**src/rtl/mem_arb_pkg.sv**
```systemverilog
// Shared types and constants for the two-port memory arbiter.
package mem_arb_pkg;

  localparam int unsigned MEM_ARB_PORTS = 2;
  localparam int unsigned MEM_DATA_W    = 8;

  typedef enum logic [1:0] {
    IDLE,
    ACCESS,
    DONE
  } mem_arb_state_t;

endpackage

```
**src/rtl/rr_picker.sv**
```systemverilog
// Combinational 2-way grant. MEM_ARB_RR_EN selects round-robin via ptr,
// otherwise port 0 wins every simultaneous request.
module rr_picker
  import mem_arb_pkg::*;
(
  input  logic [MEM_ARB_PORTS-1:0] req,
`ifdef MEM_ARB_RR_EN
  input  logic                     ptr,
`endif
  output logic                     gnt_valid_c,
  output logic                     gnt_idx_c
);

  always_comb begin
    gnt_valid_c = |req;
    gnt_idx_c   = 1'b0;
    if (req == 2'b11) begin
`ifdef MEM_ARB_RR_EN
      gnt_idx_c = ptr;
`else
      gnt_idx_c = 1'b0;
`endif
    end else begin
      gnt_idx_c = req[1];
    end
  end

endmodule

```
**src/rtl/memory_arbiter.sv**
```systemverilog
// Two-port arbiter/sequencer for the shared memory array (IDLE/ACCESS/DONE).
// Build option: MEM_ARB_RR_EN enables round-robin arbitration.
module memory_arbiter
  import mem_arb_pkg::*;
#(
  parameter int unsigned N = 2
) (
  input  logic                  Clk,
  input  logic                  Rst,
  input  logic                  Req0,
  input  logic                  Req1,
  input  logic                  Wr_en0,
  input  logic                  Wr_en1,
  input  logic [N-1:0]          Addr0,
  input  logic [N-1:0]          Addr1,
  input  logic [MEM_DATA_W-1:0] Wdata0,
  input  logic [MEM_DATA_W-1:0] Wdata1,
  output logic                  Ack0,
  output logic                  Ack1,
  output logic [MEM_DATA_W-1:0] Rdata0,
  output logic [MEM_DATA_W-1:0] Rdata1,
  output logic [N-1:0]          Mem_addr,
  output logic [MEM_DATA_W-1:0] Mem_data_in,
  output logic                  Mem_wr,
  output logic                  Mem_rd,
  input  logic [MEM_DATA_W-1:0] Mem_data_out
);

  mem_arb_state_t               state_q, state_d;
  logic                         port_q, port_d;
  logic                         wr_q, wr_d;
  logic [N-1:0]                 mem_addr_q, mem_addr_d;
  logic [MEM_DATA_W-1:0]        mem_data_in_q, mem_data_in_d;
  logic                         mem_wr_q, mem_wr_d;
  logic                         mem_rd_q, mem_rd_d;
  logic [MEM_ARB_PORTS-1:0]     ack_q, ack_d;
  logic [MEM_DATA_W-1:0]        rdata0_q, rdata0_d;
  logic [MEM_DATA_W-1:0]        rdata1_q, rdata1_d;
  logic                         gnt_valid_c;
  logic                         gnt_idx_c;

`ifdef MEM_ARB_RR_EN
  logic                         ptr_q, ptr_d;
`endif

  rr_picker u_picker (
    .req         ({Req1, Req0}),
`ifdef MEM_ARB_RR_EN
    .ptr         (ptr_q),
`endif
    .gnt_valid_c (gnt_valid_c),
    .gnt_idx_c   (gnt_idx_c)
  );

  // Next-state and registered-output logic
  always_comb begin
    state_d       = state_q;
    port_d        = port_q;
    wr_d          = wr_q;
    mem_addr_d    = mem_addr_q;
    mem_data_in_d = mem_data_in_q;
    mem_wr_d      = 1'b0;
    mem_rd_d      = 1'b0;
    ack_d         = '0;
    rdata0_d      = rdata0_q;
    rdata1_d      = rdata1_q;
`ifdef MEM_ARB_RR_EN
    ptr_d         = ptr_q;
`endif
    case (state_q)
      IDLE: begin
        if (gnt_valid_c) begin
          state_d       = ACCESS;
          port_d        = gnt_idx_c;
          wr_d          = gnt_idx_c ? Wr_en1 : Wr_en0;
          mem_addr_d    = gnt_idx_c ? Addr1  : Addr0;
          mem_data_in_d = gnt_idx_c ? Wdata1 : Wdata0;
          mem_wr_d      = gnt_idx_c ? Wr_en1  : Wr_en0;
          mem_rd_d      = gnt_idx_c ? ~Wr_en1 : ~Wr_en0;
`ifdef MEM_ARB_RR_EN
          ptr_d         = ~gnt_idx_c;
`endif
        end
      end
      ACCESS: begin
        state_d       = DONE;
        ack_d[port_q] = 1'b1;
        // Read data is only ever steered into the port that owns the read
        if (!wr_q) begin
          if (port_q) rdata1_d = Mem_data_out;
          else        rdata0_d = Mem_data_out;
        end
      end
      DONE: begin
        state_d = IDLE;
      end
      default: begin
        state_d = IDLE;
      end
    endcase
  end

  always_ff @(posedge Clk) begin
    if (Rst) begin
      state_q       <= IDLE;
      port_q        <= 1'b0;
      wr_q          <= 1'b0;
      mem_addr_q    <= '0;
      mem_data_in_q <= '0;
      mem_wr_q      <= 1'b0;
      mem_rd_q      <= 1'b0;
      ack_q         <= '0;
      rdata0_q      <= '0;
      rdata1_q      <= '0;
`ifdef MEM_ARB_RR_EN
      ptr_q         <= 1'b0;
`endif
    end else begin
      state_q       <= state_d;
      port_q        <= port_d;
      wr_q          <= wr_d;
      mem_addr_q    <= mem_addr_d;
      mem_data_in_q <= mem_data_in_d;
      mem_wr_q      <= mem_wr_d;
      mem_rd_q      <= mem_rd_d;
      ack_q         <= ack_d;
      rdata0_q      <= rdata0_d;
      rdata1_q      <= rdata1_d;
`ifdef MEM_ARB_RR_EN
      ptr_q         <= ptr_d;
`endif
    end
  end

  assign Ack0        = ack_q[0];
  assign Ack1        = ack_q[1];
  assign Rdata0      = rdata0_q;
  assign Rdata1      = rdata1_q;
  assign Mem_addr    = mem_addr_q;
  assign Mem_data_in = mem_data_in_q;
  assign Mem_wr      = mem_wr_q;
  assign Mem_rd      = mem_rd_q;

endmodule

```
**config.mk**
```make
export PLATFORM = sky130hd
export DESIGN_NAME = memory_arbiter
export DESIGN_NICKNAME = d
export VERILOG_FILES = /design/src/rtl/mem_arb_pkg.sv /design/src/rtl/rr_picker.sv /design/src/rtl/memory_arbiter.sv
export SDC_FILE = /design/constraint.sdc
export NUM_CORES = 1
export LEC_CHECK = 0
export CAP_MARGIN = 20
export CORE_ASPECT_RATIO = 1.5
export CORE_MARGIN = 2
export CORE_UTILIZATION = 30
export CTS_CLUSTER_SIZE = 14
export DETAILED_ROUTE_END_ITERATION = 10
export HOLD_SLACK_MARGIN = 0.06
export PLACE_DENSITY = 0.65
export SLEW_MARGIN = 30
export SYNTH_ARGS = -nofsm -noshare
export SYNTH_HDL_FRONTEND = slang
export SYNTH_HIERARCHICAL = 1
export SYNTH_SLANG_ARGS = --single-unit
```
**constraint.sdc**
```tcl
create_clock -name Clk -period 3.4 [get_ports Clk]
set_input_delay 1.02 -clock Clk [delete_from_list [all_inputs] [get_ports Clk]]
set_output_delay 1.02 -clock Clk [all_outputs]
set_load 0.01 [all_outputs]
```
==> reports/qor.csv, run 1 <==
stage;metric;value;unit
detailed_routing;vias_per_cell;4.615;
placement;placed_area;0.002018;sq mm
clocking;cts-root-buf;clkbuf_8;
critical_path;crit_path_end_kind;register;
critical_path;start_kind;primary input;
outcome;violations;DRC;
sta;finalHoldViolations;0;
floorplanning;io_pins;64;
critical_path;path_class;primary input to register;
finish;fin_area;0.002125;sq mm
power;finalPower;981.7;uW
finish;drive_gt1_share;11.22;%
critical_path;crit_path_start;Req0;
global_routing;grt_pass1_vias;1136;
clocking;cts_num_sinks;34;
synthesis;syn_inst;130;
sta;worstMarginPinSlew;468.6;ps
floorplanning;die_area;0.005099;sq mm
synthesis;synth_area;0.001360;sq mm
detailed_routing;via_count;1126;
power;p_leak;0.0007651;uW
placement;place_ws;871.4;ps
clocking;htree_levels;2;
finish;nNetsFinal;229;
run;cap_violations;0;
global_routing;grt_usage;12.32;%
sta;finalSetupViolations;0;
synthesis;ys_ff_latch;34;
critical_path;cp.required;3590;ps
sta;min_period;2283;ps
finish;area_growth;56.21;%
sta;rsz0062_at_grt;false;
clocking;clkLatencyLatePin;270;ps
synthesis;syn-num-nets;164;
critical_path;cp_max_fo;20;
placement;gp_congestion;0.6339;
synthesis;synth.distinct_cells;22;
sta;fin_skew;5.084;ps
detailed_routing;drc;7;
clocking;post_cts_buffers;0;
detailed_routing;first_pass_iters;7;
critical_path;slowest_stage;clkdlybuf4s50_1;
synthesis;synth_largest_area_cell;dfxtp_1;
clocking;clkSlewWorstSetupHoldPaths;70;ps
global_routing;grt_first_pass_wirelength;4.885;mm
outcome;status;complete, but fails checks;
synthesis;avgSynthCellArea;10.46;sq um
detailed_routing;wirelength;3.141;mm
critical_path;cp.arrival;2470;ps
global_routing;grt_overflow;0;
clocking;clock_path_buffers;2;
clocking;numCtsBuffers;5;
critical_path;rr_startpoint;state_q[0];
synthesis;yosysSeqAreaShare;50.05;%
clocking;cts-resized-gates;0;
sta;timing.final.crit_share;67.14;%
sta;clock.fmax;0.4381;GHz
floorplanning;die_h;86.47;um
hold_path;hp-start;Rdata0[7];
finish;nFillCells;432;
power;p_per_area;462.1;mW/mm^2
power;irDropWorstVdd;0.0002627;V
clocking;postCtsHoldBufs;0;
placement;dp_hpwl;2.415;mm
floorplanning;fp.coreArea;0.004429;sq mm
floorplanning;rows;30;
synthesis;ys_top_cells_by_area;dfxtp_1 50%, mux2i_1 15%, a211oi_2 8.3%, nor2_1 5.8%, nand2_1 4.4%;
detailed_routing;drtIter0Drc;28;
floorplanning;die_x;58.98;um
detailed_routing;post_drt_wl_per_cell;12.87;um
floorplanning;start_util;30.71;%
synthesis;yosysWarnings;6;
sta;fin_setup_tns;0;ps
sta;fin_ws;1117;ps
global_routing;antenna_found_initial;0;
sta;drv_slew;0;
clocking;cts_tree;built;
critical_path;max_stage_delay;470;ps
global_routing;grt_max_degree;32;
critical_path;path_cells;clkdlybuf4s50_1 -> or2_1 -> nor3b_4 -> buf_4 -> nor2_1 -> a211oi_2;
sta;slew_headroom;68.63;%
detailed_routing;drtAntennaViolNets;0;
finish;antennaDiodeCount;0;
placement;io_buffers;63;
synthesis;synth_top_area_share;50.05;%
hold_path;hp-class;register to register;
sta;fin_hold_ws;458.6;ps
synthesized netlist by cell type, drive strengths merged:
library cell / n
a211oi: 11
a21oi: 8
and2: 2
and2b: 1
and4bb: 1
buf: 6
clkbuf: 2
dfxtp: 34
mux2i: 20
nand2: 16
nor2: 21
nor2b: 2
nor3: 1
nor3b: 1
nor4b: 1
or2: 1
or2b: 1
or4b: 1
routing by layer:
metal	wire length (um)	global-route usage, %	vias up
met5	0	0	-
met4	0	3.099	0
met3	373	5.821	0
met2	1509	21.82	56
met1	1259	12.83	499
li1	-	-	571
cell type report:
| type | instances | area, sq um | area share (%) |
|---|---|---|---|
| Clock buffer | 7 | 76.32 | 3.592 |
| Timing Repair Buffer | 66 | 653.1 | 30.74 |
| Multi-Input combinational cell | 88 | 624.3 | 29.39 |
| Clock inverter | 1 | 30.03 | 1.413 |
| Tap cell | 48 | 60.06 | 2.827 |
| Sequential cell | 34 | 680.7 | 32.04 |
cells in the final DEF (no fill, tap or decap), drive strengths merged:
| cell | Yosys | layout |
|---|---|---|
| clkbuf | 2 | 7 |
| dfxtp | 34 | 34 |
| or4b | 1 | 1 |
| and4bb | 1 | 1 |
| or2 | 1 | 1 |
| mux2i | 20 | 20 |
| and2b | 1 | 1 |
| nor3b | 1 | 1 |
| a21oi | 8 | 8 |
| buf | 6 | 3 |
| nor2 | 21 | 21 |
| or2b | 1 | 1 |
| clkdlybuf4s50 | 0 | 63 |
| nor3 | 1 | 1 |
| nand2 | 16 | 16 |
| and2 | 2 | 2 |
| nor2b | 2 | 2 |
| nor4b | 1 | 1 |
| a211oi | 11 | 11 |
| bufinv | 0 | 1 |
sequential cells by signal, summed over array words and instances (netlist names):
register and flops:
Rdata0 8, Rdata1 8, ack_q 2, Mem_data_in 8
Mem_addr 2, port_q 1, wr_q 1, state_q 2
Mem_wr 1, Mem_rd 1
power breakdown:
group          switching, uW  internal, uW
combinational           76.0           108
sequential              17.7           425
clock                    136           219
critical path: cells and delay by family:
kind            cells  cell delay, ps
compound gates      1             200
buf+inv             2             780
simple gates        3             460
kinds of logic (layout without fill, tap and decap cells):
group	Yosys count	in the layout	synth area share [%]
AOI/OAI and AO/OA	19	19	12.33
buffers and inverters	8	74	4.048
DFF	34	34	50.05
muxes	20	20	14.72
and+or+nand+nor	49	49	18.86
metrics by stage:
stage	util, %	std cells
floorplan	-	130
global placement	45.57	236
detailed placement	45.57	236
CTS	47.97	244
global route	47.97	244
finish	47.97	244
final timing paths:
path / endpoint / slack (ps) / cells after the start
hold reg to reg: Rdata0[7] / 460 / 2
setup reg to reg: Rdata0[2] / 2000 / 3
hold / removal: Rdata0[7] / 460 / 2
setup / recovery: Mem_addr[1] / 1120 / 6
(Power assumes the default switching activity.)
==> inputs of run 2 (changes only) <==
==> constraint.sdc (replaced) <==
create_clock -name Clk -period 2.2 [get_ports Clk]
set_input_delay 0.66 -clock Clk [delete_from_list [all_inputs] [get_ports Clk]]
set_output_delay 0.66 -clock Clk [all_outputs]
set_load 0.01 [all_outputs]
==> run 2 against run 1 <==
Net effect:
- the flow still finishes with violations (DRC)
- combinational power rose by 60%
- clock-buffer cell count did not move
- critical endpoint unchanged
- critical path type unchanged
- via count rose by 2.7%
==> reports/qor.csv, run 2 (synthesis results as in run 1) <==
stage;metric;value;unit
sta;clock.fmax;0.5391;GHz
floorplanning;rows;30;
power;irDropWorstVdd;0.0003694;V
clocking;htree_levels;2;
sta;fin_setup_tns;0;ps
run;cap_violations;0;
global_routing;grt_max_degree;23;
global_routing;grt_overflow;0;
placement;place_ws;41.69;ps
critical_path;start_kind;primary input;
critical_path;slowest_stage;clkdlybuf4s50_1;
critical_path;cp.required;2360;ps
detailed_routing;post_drt_wl_per_cell;12.82;um
clocking;cts-root-buf;clkbuf_8;
hold_path;hp-class;register to register;
global_routing;antenna_found_initial;0;
clocking;post_cts_buffers;0;
finish;nNetsFinal;230;
power;p_leak;0.0007703;uW
placement;io_buffers;63;
hold_path;min_path_cells;2;
sta;fin_skew;4.544;ps
critical_path;max_stage_delay;480;ps
critical_path;rr_startpoint;state_q[0];
hold_path;holdPathEnd;Rdata0[2];
sta;fin_ws;344.9;ps
critical_path;crit_family;buffers and inverters;
detailed_routing;wirelength;3.141;mm
placement;dp_hpwl;2.492;mm
critical_path;cp.arrival;2020;ps
hold_path;hp-start;Rdata0[2];
clocking;numCtsBuffers;5;
clocking;postCtsHoldBufs;0;
clocking;cts_tree;built;
global_routing;grt_first_pass_wirelength;5.050;mm
clocking;clkLatencyLatePin;280;ps
floorplanning;fp.coreArea;0.004429;sq mm
critical_path;r2r_setup_slack;820;ps
finish;antennaDiodeCount;0;
floorplanning;io_pins;64;
critical_path;cp_max_fo;10;
critical_path;path_class;primary input to register;
floorplanning;die_x;58.98;um
sta;worstMarginPinSlew;479.9;ps
detailed_routing;first_pass_iters;7;
global_routing;grt_usage;12.60;%
detailed_routing;drc;7;
sta;min_period;1855;ps
detailed_routing;vias_per_cell;4.718;
sta;drv_slew;0;
floorplanning;start_util;30.71;%
clocking;clkSlewWorstSetupHoldPaths;70;ps
sta;finalHoldViolations;0;
detailed_routing;via_count;1156;
critical_path;r2r_end;Rdata0[6];
finish;layout_common_cells;63 x clkdlybuf4s50_1, 34 x dfxtp_1, 21 x nor2_1, 20 x mux2i_1, 16 x nand2_1;
outcome;violations;DRC;
outcome;status;complete, but fails checks;
sta;rsz0062_at_grt;false;
clocking;cts-resized-gates;0;
critical_path;path_cells;clkdlybuf4s50_1 -> nor2b_1 -> buf_4 -> mux2i_1 -> a211oi_2;
finish;final_common_cell;clkdlybuf4s50_1;
critical_path;r2r_cells;3;
critical_path;crit_buf_inv;2;
sta;slew_headroom;67.87;%
detailed_routing;drtIter0Drc;23;
finish;area_growth;56.58;%
floorplanning;die_h;86.47;um
detailed_routing;drtAntennaViolNets;0;
power;p_per_area;675.6;mW/mm^2
global_routing;grt_pass1_vias;1225;
floorplanning;die_area;0.005099;sq mm
critical_path;crit_path_end_kind;register;
sta;finalSetupViolations;0;
finish;nFillCells;430;
sta;fin_hold_ws;456.8;ps
placement;gp_congestion;0.7008;
clocking;cts_num_sinks;34;
clocking;clock_path_buffers;2;
finish;drive_gt1_share;12.18;%
sta;timing.final.crit_share;84.32;%
## run 2: how the worst max path moves through the flow
stage          cells past startpoint              to  slack [ps]  from
2_1_floorplan                      4  Mem_data_in[0]         640  Req1
3_3_place_gp                       5  Mem_data_in[2]         140  Req1
3_5_place_dp                       5     Mem_addr[1]          40  Req1
4_1_cts                            5     Mem_addr[1]         320  Req1
5_1_grt                            5     Mem_addr[1]         250  Req1
6_report                           5     Mem_addr[1]         340  Req1
## run 2: stage by stage
stage | util, % | instances | power, uW | area [sq um]
after floorplan | - | 130 | 837.1 | 1360
after global placement | 46.02 | 237 | 986.7 | 2038
after detailed placement | 46.02 | 237 | 994.4 | 2038
after CTS | 48.08 | 245 | 1458 | 2130
after global routing | 48.08 | 245 | 1511 | 2130
final | 48.08 | 245 | 1439 | 2130
## run 2: tightest hold or removal path, stage by stage, from the launching register on
cell and delay (ps):
dfxtp_1 310, nand2_1 50, a21oi_1 50
## run 2: cell type report
class / count / area [sq um] / share of cell area (%)
Tap cell: 48 / 60.06 / 2.820
Multi-Input combinational cell: 88 / 624.3 / 29.32
Sequential cell: 34 / 680.7 / 31.96
Clock inverter: 1 / 5.005 / 0.2350
Clock buffer: 7 / 86.33 / 4.054
Timing Repair Buffer: 67 / 673.1 / 31.61
## run 2: where the power goes
group          switching (uW)  total [uW]  internal [uW]
sequential               25.8         683            657
clock                     210         462            252
combinational             120         294            174
## run 2: layer usage
metal  vias to the layer above  share of wire [%]  track usage (%)
met4                         0               0.45            3.099
li1                        575                  -                -
met1                       520                 36            11.55
met3                         2                 13            5.821
met5                         -                  0                0
met2                        59                 51            24.14
==> inputs of run 3 (changes only) <==
--- a/config.mk
+++ b/config.mk
@@ -12,7 +12,7 @@
 export CTS_CLUSTER_SIZE = 14
 export DETAILED_ROUTE_END_ITERATION = 10
 export HOLD_SLACK_MARGIN = 0.06
-export PLACE_DENSITY = 0.65
+export PLACE_DENSITY = 0.67
 export SLEW_MARGIN = 30
 export SYNTH_ARGS = -nofsm -noshare
 export SYNTH_HDL_FRONTEND = slang
==> constraint.sdc (replaced) <==
create_clock -name Clk -period 1.6 [get_ports Clk]
set_input_delay 0.48 -clock Clk [delete_from_list [all_inputs] [get_ports Clk]]
set_output_delay 0.48 -clock Clk [all_outputs]
set_load 0.01 [all_outputs]
==> run 3 against run 2 <==
Net effect:
- the run still ends with DRC left
- largest power group unchanged
- sequential share of layout area shrank 0.19 points
- register-to-register slack worse by 580 ps
- worst hold slack got worse by 6.4 ps
- flip-flop and latch count stayed put
- sequential power up 37%
- combinational power rose by 32%
- critical path depth is 1 higher
- worst setup slack worse by 290 ps
==> reports/qor.csv, run 3 (synthesis results as in run 1) <==
stage;metric;value;unit
outcome;status;complete, but fails checks;
outcome;violations;DRC;
finish;final_common_cell;dfxtp_1;
critical_path;cp.required;1770;ps
detailed_routing;via_count;1118;
power;clkPwrFrac;32.7;%
floorplanning;fp.coreArea;0.004429;sq mm
finish;multi_input_area;624.3;sq um
critical_path;slowest_stage;clkdlybuf4s50_1;
detailed_routing;first_pass_iters;7;
critical_path;crit_family;simple AND/OR/NAND/NOR gates;
global_routing;antenna_found_initial;0;
placement;place_inst;241;
finish;antennaDiodeCount;0;
sta;fin_setup_tns;0;ps
finish;layout_common_cells;34 x dfxtp_1, 33 x clkdlybuf4s50_1, 30 x dlygate4sd2_1, 21 x nor2_1, 20 x mux2i_1;
power;p_sw_share;25.13;%
floorplanning;die_area;0.005099;sq mm
power;irDropWorstVdd;0.0005711;V
detailed_routing;post_drt_wl_per_cell;11.70;um
power;p_per_area;916.6;mW/mm^2
placement;io_buffers;63;
clocking;postCtsHoldBufs;0;
sta;drv_slew;0;
critical_path;start_kind;primary input;
sta;clock.fmax;0.6470;GHz
clocking;htree_levels;2;
clocking;clkLatencyLatePin;280;ps
clocking;numCtsBuffers;5;
hold_path;hp-class;register to register;
floorplanning;die_h;86.47;um
detailed_routing;drtIter0Drc;27;
power;p_int;1470;uW
detailed_routing;drc;7;
finish;fin_cells;250;
global_routing;grt_usage;11.88;%
clocking;cts_num_sinks;34;
sta;finalHoldViolations;0;
sta;finalSetupViolations;0;
finish;regArea;680.7;sq um
critical_path;cp.arrival;1710;ps
floorplanning;die_x;58.98;um
critical_path;path_cells;clkdlybuf4s50_1 -> or2_1 -> nor3b_4 -> buf_4 -> and2b_1 -> nor2b_1;
critical_path;cp_max_fo;3;
sta;min_period;1546;ps
power;power_switching;493.5;uW
finish;drive_gt1_share;14.36;%
placement;gp_congestion;0.6493;
critical_path;max_stage_delay;400;ps
sta;slew_headroom;68.04;%
global_routing;grt_first_pass_wirelength;4.560;mm
power;p_leak;0.0009222;uW
floorplanning;start_util;30.71;%
finish;fin_area;0.002142;sq mm
clocking;cts_tree;built;
critical_path;crit_buf_inv;2;
critical_path;crit_path_end_kind;register;
floorplanning;rows;30;
clocking;clkSlewWorstSetupHoldPaths;70;ps
detailed_routing;drtAntennaViolNets;0;
finish;nFillCells;442;
global_routing;grt_max_degree;23;
placement;placed_area;0.002081;sq mm
global_routing;grt_overflow;0;
finish;area_growth;57.50;%
floorplanning;io_pins;64;
sta;fin_skew;4.281;ps
global_routing;grt_pass1_vias;1020;
placement;dp_hpwl;2.240;mm
power;seqPwrFrac;47.6;%
sta;worstMarginPinSlew;477.5;ps
critical_path;path_class;primary input to register;
run;cap_violations;0;
detailed_routing;vias_per_cell;4.472;
clocking;clock_path_buffers;2;
power;pwr-share-comb;19.7;%
finish;nNetsFinal;235;
sta;timing.final.crit_share;96.60;%
clocking;cts-root-buf;clkbuf_8;
detailed_routing;wirelength;2.924;mm
[run 3: worst register-to-register path, delay by kind of cell (launching register included)]
family             cells  cell delay, ps
AOI/OAI and AO/OA      1              60
DFF                    1             370
and+or+nand+nor        2             820
[run 3: layout make-up]
type / count / area share [%]
timing repair buffer: 72 / 32.01
sequential: 34 / 31.78
multi-input combinational: 88 / 29.15
clock buffer: 7 / 4.030
tap: 48 / 2.804
clock inverter: 1 / 0.2336
[run 3: routing by layer]
layer / global-route usage, % / part of all wire, %
met1: 13.06 / 40
met2: 19.09 / 47
met3: 5.075 / 11
met4: 6.198 / 1.9
met5: 0 / 0
[run 3: power by group through the flow]
stage | Sequential [uW] | Combinational, uW | Clock, uW
2_1_floorplan | 978 | 173 | 0
3_3_place_gp | 956 | 417 | 0
3_5_place_dp | 956 | 422 | 0
4_1_cts | 935 | 391 | 672
5_1_grt | 942 | 422 | 699
6_report | 935 | 387 | 642
[run 3: path summary, 6_finish.rpt]
kind | from | to | slack (ps) | depth (start not counted)
max | Req1 | Mem_wr | 50 | 6
min | Rdata0[1] | Rdata0[1] | 450 | 2
max reg2reg | port_q | Rdata0[7] | 240 | 3
min reg2reg | Rdata0[1] | Rdata0[1] | 450 | 2
[run 3: repair_timing]
action | 4_1_cts | 5_1_grt
pin swaps | 0 | 1
gates resized for setup | 30 | 0
endpoints found under the setup margin | 30 | 10
buffers inserted | 0 | 1
[run 3: per-stage QoR]
step	total power (uW)	hold slack [ps]	utilization [%]	worst slack, ps
2_1_floorplan	1151	480.5	-	218.5
3_3_place_gp	1373	440.8	46.98	-253.1
3_5_place_dp	1378	447.8	46.98	-284.5
4_1_cts	1998	454.8	48.19	0.6725
5_1_grt	2063	488.0	48.36	-8.846
6_report	1964	450.4	48.36	54.45
==> RTL edit 1 (settings of run 2) <==
Build with the macro `MEM_ARB_RR_EN` defined.
--- a/src/rtl/rr_picker.sv
+++ b/src/rtl/rr_picker.sv
@@ -2,2 +2,4 @@
 // otherwise port 0 wins every simultaneous request.
+`define MEM_ARB_RR_EN
+
 module rr_picker
Check against the original RTL: not equivalent (a bounded check fails within 10 cycles, from zero or initial values and one cycle with Rst high).
==> RTL edit 1 against run 2 <==
Largest cell class unchanged. First-iteration DRC count grew 39%. Total power shrank 0.44%. Sequential cell count grew 1. Synthesized area grew 2.1%. Design area grew 1.6%. Setup slack gained 39 ps. Maximum frequency grew 2.1%. Critical path depth shrank 4. Largest power group unchanged. Wire length shrank 8.8%.
==> RTL edit 1: results (changes against run 2) <==
Status -> finished, final reports clean (was complete, but fails checks)
Routed via count divided by cell count -> 4.601 (was 4.718)
Fraction of area in registers -> 0.3239 (was 0.3196)
Detailed Routing Iterations Pass 1 -> 4 (was 7)
DP Worst Slack -> 122.2 ps (was 41.69 ps)
Met3 WL -> 203 um (was 400 um)
Sequential fraction of the synthesis area -> 0.5045 (was 0.5005)
Clk cell area share -> 0.03355 (was 0.04289)
Peak supply drop -> 0.2838 mV (was 0.3694 mV)
M1 WL -> 1169 um (was 1139 um)
Worst EP arrival -> 1160 ps (was 2020 ps)
GR met3 Demand/Resource -> 0.04309 (was 0.05821)
Tot Pwr -> 1.432 mW (was 1.439 mW)
Reg-to-reg critical path endpoint -> Rdata0[1] (was Rdata0[6])
Multi-input logic area -> 633.1 sq um (was 624.3 sq um)
Synthesized net count -> 169 (was 164)
Met2 routed WL -> 1429 um (was 1587 um)
Global-route wire length before repair -> 4788 um (was 5050 um)
Layout cells sized above 1 -> 0.1100 (was 0.1218)
CP endpoint -> Mem_data_in[1] (was Mem_addr[1])
Clock buf count -> 6 (was 7)
#FFs+latches synth -> 35 (was 34)
Fraction of the cycle the final worst path needs -> 0.8255 (was 0.8432)
Buffering overhead -> 0.3204 (was 0.3161)
GRT Total Usage -> 0.1227 (was 0.1260)
Compound-gate portion of the synthesized area -> 0.1279 (was 0.1233)
Leakage -> 0.7872 nW (was 0.7703 nW)
Synth cell count leaders -> dfxtp_1, nor2_1, mux2i_1 (unchanged)
RePlAce Congestion -> 0.6510 (was 0.7008)
Multi-Input Combinational -> 90 (was 88)
R2r setup slk -> 800 ps (was 820 ps)
Rel. slew slack -> 0.6750 (was 0.6787)
Starting DRT DRC Count -> 32 (was 23)
Largest net degree at the start of global routing -> 21 (was 23)
Distinct cell type count after synthesis -> 24 (was 22)
Met2 Use GR -> 0.2018 (was 0.2414)
Signal buffers -> 68 (was 67)
Vias in the first global route -> 1103 (was 1225)
Clk. pwr -> 0.408 mW (was 0.462 mW)
Layout net count -> 235 (was 230)
Int Power -> 1.078 mW (was 1.083 mW)
Post-DR wirelength/cell -> 11.55 um (was 12.82 um)
-- RTL edit 1: per-stage QoR --
stage	hold slack, ps	std cells
finish	453.1	248
global route	472.2	248
CTS	455.2	248
detailed placement	446.3	242
global placement	442.0	242
floorplan	480.5	135
-- RTL edit 1: kinds of logic after synthesis --
kind of cell | count (synthesis)
DFF | 35
AOI/OAI and AO/OA | 21
buffers and inverters | 10
muxes | 20
and+or+nand+nor | 49
-- RTL edit 1: worst min path at each step --
stage	depth (start not counted)	slack (ps)	endpoint
after global routing	2	470	Rdata0[0]
after global placement	2	440	Rdata0[1]
final	2	450	Rdata0[0]
after CTS	2	460	Rdata0[0]
after floorplan	2	480	Rdata0[0]
after detailed placement	2	450	Rdata0[0]
-- RTL edit 1: worst min-delay path, stage by stage (launching register included) --
cell and delay (ps):
dfxtp_1 310, nand2_1 50, a21oi_1 50
==> RTL edit 2 (settings of run 2) <==
Without the edit above. The 3 states of `mem_arb_state_t` get a one-hot encoding in 3 bits.
--- a/src/rtl/mem_arb_pkg.sv
+++ b/src/rtl/mem_arb_pkg.sv
@@ -6,6 +6,6 @@
 
-  typedef enum logic [1:0] {
-    IDLE,
-    ACCESS,
-    DONE
+  typedef enum logic [2:0] {
+    IDLE   = 3'b001,
+    ACCESS = 3'b010,
+    DONE   = 3'b100
   } mem_arb_state_t;
Check against the original RTL: no difference found for any inputs over 10 cycles, from zero or initial values and one cycle with Rst high; not proved beyond that.
==> RTL edit 2 against run 2 <==
Setup slack better by 29 ps. Sequential cell count increased by 1. Design area grew 3.8%. Maximum frequency is 1.6% higher. Wire length shrank 0.51%. Synthesized area is 4.6% higher. Non-clock buffer count unchanged. Sequential share of layout area shrank 0.27 points. Total power fell by 0.41%. Highest routed layer unchanged.
==> RTL edit 2: results (changes against run 2) <==
Sequential cell area -> 700.7 sq um (was 680.7 sq um)
Global-route wire length before repair -> 4926 um (was 5050 um)
DP Worst Slack -> 117.2 ps (was 41.69 ps)
Largest net degree at the start of global routing -> 38 (was 23)
Met2 routed WL -> 1584 um (was 1587 um)
Layout cells sized above 1 -> 0.07071 (was 0.1218)
Reg2reg start -> state_q[1] (was state_q[0])
Multi-Input Combinational -> 88 (unchanged)
GRT Total Usage -> 0.1239 (was 0.1260)
Status -> finished, final reports clean (was complete, but fails checks)
Routed via count divided by cell count -> 4.485 (was 4.718)
Total length of routed wires -> 3125 um (was 3141 um)
Dpl cell area -> 2130 sq um (was 2038 sq um)
Multi-input logic area -> 675.6 sq um (was 624.3 sq um)
Sw Ratio -> 0.2437 (was 0.2472)
Starting DRT DRC Count -> 15 (was 23)
Most area-consuming cells after synthesis -> dfxtp_1, mux2i_1, nand2b_1 (was dfxtp_1, mux2i_1, a211oi_2)
Clk cell area share -> 0.03679 (was 0.04289)
CP Max Fanout -> 2 (was 10)
Distinct cell type count after synthesis -> 16 (was 22)
Average size of a mapped cell -> 10.78 sq um (was 10.46 sq um)
Slowest cell delay on critical path -> 540 ps (was 480 ps)
Synthesized net count -> 166 (was 164)
M1 WL -> 1156 um (was 1139 um)
Buffering overhead -> 0.3045 (was 0.3161)
Power Sequential -> 0.710 mW (was 0.683 mW)
Synth cell count leaders -> dfxtp_1, mux2i_1, nand2b_1 (was dfxtp_1, nor2_1, mux2i_1)
Clk network pwr share -> 0.297 (was 0.321)
Worst hold path startpoint -> Rdata1[4] (was Rdata0[2])
Highest clock rate -> 547.6 MHz (was 539.1 MHz)
Seq cells -> 35 (was 34)
Worst EP arrival -> 1170 ps (was 2020 ps)
Pwr dens -> 648.1 nW/um^2 (was 675.6 nW/um^2)
Post-DP HPWL -> 2516 um (was 2492 um)
Peak supply drop -> 0.3722 mV (was 0.3694 mV)
Worst hold margin -> 476.1 ps (was 456.8 ps)
Placed insts -> 254 (was 237)
Post-DR wirelength/cell -> 11.93 um (was 12.82 um)
Leakage -> 0.8355 nW (was 0.7703 nW)
Reg-to-reg critical path endpoint -> Rdata1[5] (was Rdata0[6])
Hold endpoint -> Rdata1[4] (was Rdata0[2])
Layout area overhead -> 55.41% (was 56.58%)
Met3 WL -> 332 um (was 400 um)
Detailed Routing Iterations Pass 1 -> 3 (was 7)
GR met3 Demand/Resource -> 0.04825 (was 0.05821)
Vias in the first global route -> 1153 (was 1225)
RePlAce Congestion -> 0.7028 (was 0.7008)
Rel. slew slack -> 0.5333 (was 0.6787)
Layout net count -> 231 (was 230)
Met2 Use GR -> 0.2273 (was 0.2414)
Sequential fraction of the synthesis area -> 0.4925 (was 0.5005)
Layout fillers -> 429 (was 430)
[RTL edit 2: cell count changes in the layout (fill, tap and decap cells not counted), sizes merged, moves of 2 or more]
cell	run 2	this run
nor2b	2	4
mux2i	20	28
nand2b	0	25
nand2	16	0
nor2	21	13
a21oi	8	0
[RTL edit 2: kinds of logic (layout without fill, tap and decap cells)]
family / after synthesis / in the layout / share of synthesized area
AO/OA/AOI/OAI: 11 / 11 / 0.05805
AND/OR/NAND/NOR: 49 / 49 / 0.2199
buffers and inverters: 9 / 75 / 0.03254
multiplexers: 28 / 28 / 0.1970
flip-flops: 35 / 35 / 0.4925
[RTL edit 2: worst max path at each step]
stage,from,end
floorplan,Req1,Mem_addr[0]
global placement,Req0,Mem_data_in[1]
detailed placement,Req0,Mem_data_in[5]
CTS,Mem_addr[1],Mem_addr[1]
global route,Rdata0[3],Rdata0[3]
finish,Mem_addr[1],Mem_addr[1]
